<file path="src/rtl/instr_encoder_loader.sv">
// Program loader: packs symbolic instructions into MIPS-lite words and writes
// them to consecutive instruction-memory addresses.
module instr_encoder_loader #(
    parameter int ADDR_W = 8
) (
    input  logic              clk,
    input  logic              reset,
    input  logic              clear,
    input  logic              in_valid,
    output logic              in_ready,
    input  logic [3:0]        in_op,
    input  logic [4:0]        in_rs,
    input  logic [4:0]        in_rt,
    input  logic [4:0]        in_rd,
    input  logic [5:0]        in_func,
    input  logic [15:0]       in_imm,
    input  logic [25:0]       in_target,
    output logic              mem_we,
    output logic [ADDR_W-1:0] mem_addr,
    output logic [31:0]       mem_wdata,
    output logic [ADDR_W:0]   count,
    output logic              full,
    output logic              err_illegal
);
    // Handshake: a transfer happens at a rising edge where in_valid & in_ready.
    // The source holds its fields stable while in_valid is high and in_ready low.
    localparam logic [ADDR_W:0] FULL_COUNT = {1'b1, {ADDR_W{1'b0}}};

    typedef enum logic [3:0] {
        OP_RTYPE  = 4'd0,
        OP_LW     = 4'd1,
        OP_SW     = 4'd2,
        OP_BEQ    = 4'd3,
        OP_NORI   = 4'd4,
        OP_BLEZAL = 4'd5,
        OP_JALPC  = 4'd6,
        OP_BALN   = 4'd7,
        OP_JMXOR  = 4'd8,
        OP_BRV    = 4'd9
    } op_e;

    logic [ADDR_W-1:0] ptr;
    logic [31:0]       word;
    logic              legal;
    logic              accept;

    assign full     = (count == FULL_COUNT);
    assign in_ready = ~full & ~clear;
    assign accept   = in_valid & in_ready;

    always_comb begin
        word  = 32'd0;
        legal = 1'b1;
        case (op_e'(in_op))
            OP_RTYPE:  word = {6'b000000, in_rs, in_rt, in_rd, 5'b00000, in_func};
            OP_JMXOR:  word = {6'b000000, in_rs, in_rt, in_rd, 5'b00000, 6'b100001};
            OP_BRV:    word = {6'b000000, in_rs, in_rt, in_rd, 5'b00000, 6'b010100};
            OP_LW:     word = {6'b100011, in_rs, in_rt, in_imm};
            OP_SW:     word = {6'b101011, in_rs, in_rt, in_imm};
            OP_BEQ:    word = {6'b000100, in_rs, in_rt, in_imm};
            OP_NORI:   word = {6'b001111, in_rs, in_rt, in_imm};
            OP_BLEZAL: word = {6'b100100, in_rs, in_rt, in_imm};
            OP_JALPC:  word = {6'b011111, in_target};
            OP_BALN:   word = {6'b011011, in_target};
            default:   legal = 1'b0;
        endcase
    end

    always_ff @(posedge clk) begin
        if (reset) begin
            ptr         <= '0;
            count       <= '0;
            err_illegal <= 1'b0;
            mem_we      <= 1'b0;
            mem_addr    <= '0;
            mem_wdata   <= 32'd0;
        end else if (clear) begin
            ptr         <= '0;
            count       <= '0;
            err_illegal <= 1'b0;
            mem_we      <= 1'b0;
        end else begin
            mem_we <= 1'b0;
            if (accept) begin
                if (legal) begin
                    mem_we    <= 1'b1;
                    mem_addr  <= ptr;
                    mem_wdata <= word;
                    count     <= count + 1'b1;
                    // The pointer parks on the last address instead of wrapping.
                    if (ptr != {ADDR_W{1'b1}}) ptr <= ptr + 1'b1;
                end else begin
                    err_illegal <= 1'b1;
                end
            end
        end
    end
endmodule

</file>
<file path="config.mk">
export PLATFORM = sky130hd
export DESIGN_NAME = instr_encoder_loader
export DESIGN_NICKNAME = d
export VERILOG_FILES = /design/src/rtl/instr_encoder_loader.sv
export SDC_FILE = /design/constraint.sdc
export NUM_CORES = 1
export LEC_CHECK = 0
export ABC_AREA = 1
export CORE_ASPECT_RATIO = 0.6
export CORE_MARGIN = 4
export CORE_UTILIZATION = 46
export DETAILED_ROUTE_END_ITERATION = 16
export GPL_ROUTABILITY_DRIVEN = 0
export PLACE_DENSITY = 0.83
export SLEW_MARGIN = 30
export SYNTH_ARGS = -nofsm -noshare
export SYNTH_HDL_FRONTEND = slang
export SYNTH_SLANG_ARGS = --single-unit
</file>
<file path="constraint.sdc">
create_clock -name clk -period 3.3 [get_ports clk]
set_input_delay 0.66 -clock clk [delete_from_list [all_inputs] [get_ports clk]]
set_output_delay 0.66 -clock clk [all_outputs]
set_load 0.05 [all_outputs]
</file>
* After elaboration in Yosys (flattened, before gate mapping)
Index checks and enable logic that the tools add are counted.
** Operators by class
- $add $sub $neg :: 2
- Bitwise logic cells :: 6
- Equal/unequal tests :: 11
- Reductions and logical operators :: 8
- Muxes and demuxes :: 3
** Operator list (number)
- 32-bit one-hot mux with 10 select lines :: 1
- 4-bit by 3-bit equality test with 1-bit output, second input constant :: 4
- 10-bit OR reduction :: 1
- 9-bit by 1-bit adder with 9-bit output, second input constant :: 1
- 9-bit equality test, second input constant :: 1
- 8-bit by 1-bit adder with 8-bit output, second input constant :: 1
- 4-bit by 2-bit equality test with 1-bit output, second input constant :: 2
- 4-bit equality test, second input constant :: 2
- 8-bit inequality test, second input constant :: 1
- 3-bit AND reduction :: 2
- 4-bit by 1-bit equality test with 1-bit output, second input constant :: 1
- 4-bit zero test :: 1
- 1-bit inverter :: 4
- 2-bit AND reduction :: 2
- 3-bit OR reduction :: 1
- 1-bit bitwise AND :: 2
- 1-bit 2-to-1 mux :: 2
- 2-bit OR reduction :: 1
** Storage, ports and cells
- Output and inout bits :: 53
- Bits in registers :: 59
- Bits of input ports :: 71
- Logic and storage cells :: 36

* Logic depth before layout (Yosys ltp)
- Depth in word-level cells :: 6
- Depth in mapped cells :: 11
- Depth with buffers taken out :: 11

* Least setup slack after synthesis
No wires, ideal clock.
- Path type :: reg-to-output
- Start point :: register count[0]
- End point :: output port in_ready
- Required time :: 2640 ps
- Slack :: 971 ps
- Arrival time :: 1669 ps
- Stages on the path, launching flop included :: 8
- Buffers on the path :: 0
- Path through :: dfxtp_1 -> inv_1 -> ha_1 -> nand2_1 -> inv_1 -> nand2_1 -> nor2_2 -> nor2_4
** On the way
- Longest elaborated chain between the ends :: 3
** Ends and longest elaborated chain
- from (decl) :: RTL line 21 : output logic [ADDR_W:0] count,
- from (signal assigned) :: RTL line 89 : count <= count + 1'b1;
- 9-bit equality test :: RTL line 47 : assign full = (count == FULL_COUNT);
- named net full :: RTL line 22 : output logic full,
- 1-bit inverter :: RTL line 48 : assign in_ready = ~full & ~clear;
- 1-bit bitwise AND :: RTL line 48
- to (decl) :: RTL line 10 : output logic in_ready,
The timed path passes the listed nets, and every way through them passes these cells.

* Final worst setup path
- Start point :: register count[0]
- End point :: output port in_ready
** On the way
- Longest elaborated chain between the ends :: 3
** Ends and longest elaborated chain (RTL line)
- 9-bit equality test :: 47
- 1-bit inverter :: 48
- 1-bit bitwise AND :: 48
Every way passes these cells.

==> summary.txt <==
Run status
  • Status: completed

Cells and area
  • Util after Layout: 70.93%
  • Fin cells: 650
  • Fin area: 4393 um2
  • Area Overhead vs Synth: 47.83%
  • Commonest non-fill, non-tap cells in the layout: nand2_1 (144), clkdlybuf4s50_1 (123), nor2_1 (70)
  • Antenna diode count: 0
  • Multi-input logic area: 1589 um2
  • Fillers: 514
  • Nets@finish: 635
  • Commonest non-fill, non-tap cell in the layout: nand2_1
  • Register area: 1161 um2
  • Layout cells sized above 1: 9.187%

Synth
  • Synth area leaders: dfxtp_1 (39%), nand2_1 (18%), nor2_1 (8.8%)
  • Sequential area share after synthesis: 39.07%
  • Syn nets: 516
  • Post-synthesis cell type count: 30
  • Synthesized area: 2972 um2
  • Yosys warns: 0
  • Mapped Cells: 442
  • Synthesis-stage register bit count: 58
  • Synth area leader: dfxtp_1
  • Post-Syn Area per Cell: 6.723 um2
  • Share of the synthesized area in the top cell type: 39.07%

Worst setup path
  • Crit path launch: count[0]
  • Crit path to: in_ready
  • CP Class: reg2out
  • Number of cells on the worst reg-to-reg path: 10
  • CP Data Required Time: 2.64 ns
  • Reg2reg start: count[0]
  • Worst setup SP type: flip-flop
  • Crit-path max FO: 5
  • Reg2Reg Setup Slack: 1.31 ns
  • Worst Path Arrival: 2.23 ns
  • Reg-to-Reg End: mem_addr[7]
  • Critical path capture point type: primary output

Global routing
  • Gr busiest metal: met2
  • Total Routing Usage GR: 22.74%
  • Met3 usage: 8.398%
  • M2 GR Usage: 36.06%
  • Pin count of the biggest net entering global routing: 47
  • First-pass GRT wire length: 14680 um
  • Global route overflow: 0
  • Initial antenna violation count: 0
  • Met1 Use GR: 28.47%
  • Vias in the first global route: 3128

STA
  • Setup Skew: 0.009613 ns
  • Worst Setup Slack, final: 0.4051 ns
  • Slew HR: 38.09%
  • RSZ-0062 raised after global routing: no
  • Fin Setup TNS: 0 ns
  • Slew @ Worst Pin: 0.9252 ns
  • Period utilisation layout: 87.73%
  • Setup-failing EPs final: 0
  • Max-slew violation count: 0
  • Worst hold slack: 0.4641 ns
  • Hold Violations, Final: 0
  • Final critical-path required period: 2.895 ns
  • Fmax: 345.4 MHz

Placed design
  • Pre-CTS setup slack: 0.4824 ns
  • Area post-placement: 4210 um2
  • Port buffer count: 123
  • Dpl cells: 634
  • Dpl hpwl: 6582 um

Floorplan
  • Die height: 70.26 um
  • Die area: 7852 um2
  • Row count: 22
  • Die W: 111.8 um
  • IO Pins: 124
  • Initial Util: 47.98%
  • Placeable Area: 6193 um2

Route
  • Via density per instance: 5.009
  • Aggregate routed wire length: 8864 um
  • DRC Markers: 0
  • Pre-Repair DR Iteration Count: 4
  • Wire length per cell: 13.64 um
  • Number of routed nets with antenna violations: 0
  • DR iter-0 viols: 113
  • Vias: 3256

Flow run
  • Number of max-cap violations: 0

Clock network
  • Sink Count: 58
  • Cts bufs inserted: 9
  • CTS tree: done
  • Clock Path Buffers: 2
  • CTS Hold Bufs: 0
  • Clock root buffer: clkbuf_8
  • Setup Fix Bufs, Post-CTS: 0
  • Htree depth: 3
  • Post-CTS Resized: 0
  • Worst-path clk slew: 0.07 ns
  • Clk Latency, worst-skew pair: 0.33 ns

Worst hold path
  • Hold WC Path Type: reg2reg
  • Hold depth: 2
  • Worst hold start: mem_wdata[12]

Power
  • Overall Power: 1.659 mW
  • Leakage: 1.744 nW
  • Maximum vdd ir drop: 0.3159 mV
  • Pwr dens: 377.7 nW/um2
cell type report:
type                       count  share of cell area, %
inverter                      27                  2.307
clock inverter                 2                 0.2279
timing repair buffer         126                  28.54
tap                           84                  2.392
sequential                    58                  26.43
clock buffer                  14                  3.931
multi-input combinational    339                  36.17
power breakdown:
part / internal, mW / switching (mW)
Sequential: 0.720 / 0.0108
Clock: 0.332 / 0.269
Combinational: 0.143 / 0.185
Total: 1.19 / 0.464
worst min path at each step:
stage,end,slack (ns)
2_1_floorplan,mem_addr[4],0.47
3_3_place_gp,mem_wdata[0],0.45
3_5_place_dp,mem_wdata[12],0.45
4_1_cts,mem_wdata[12],0.46
5_1_grt,mem_addr[5],0.49
6_report,mem_wdata[12],0.46
cell usage after synthesis:
cell and count:
o211ai_1 1, xor2_1 4, nand3_4 1, clkbuf_1 4, buf_6 2, nor2_1 70, nand4_2 1, dfxtp_1 58
nand2_2 14, nor3_1 3, nand4_1 5, a21oi_1 30, xnor2_1 1, inv_2 8, a22o_1 5, nand2_1 144
a21oi_2 6, buf_12 1, nand3_2 1, nor3b_1 1, o21ai_0 21, nand3_1 22, buf_4 3, o22ai_1 1
ha_1 3, inv_1 19, nor2_4 3, nor2_2 1, buf_2 8, o21a_1 1
worst max-delay path: stages (launching register included):
cell and delay (ns):
dfxtp_1 0.40, inv_1 0.09, ha_1 0.19, nand2_1 0.09, inv_1 0.05, nand2_1 0.06
nor2_2 0.05, nor2_4 0.14, clkdlybuf4s50_1 0.83
registers in the layout, indices dropped and copies added (netlist names):
register and flops:
count 9, err_illegal 1, mem_wdata 31, mem_addr 8, ptr 8, mem_we 1
layer usage:
metal	share of wire, %	up-vias
met5	0	-
met4	1.1	0
met3	9.2	8
met2	45	122
met1	45	1477
li1	-	1649
logic make-up after synthesis:
group,synth area share (%)
flops,39.07
buf+inv,7.453
fa+ha+maj,1.263
compound gates,12.55
xor+xnor,1.474
simple gates,38.19
Note: power is estimated with default switching activity, not from simulation.
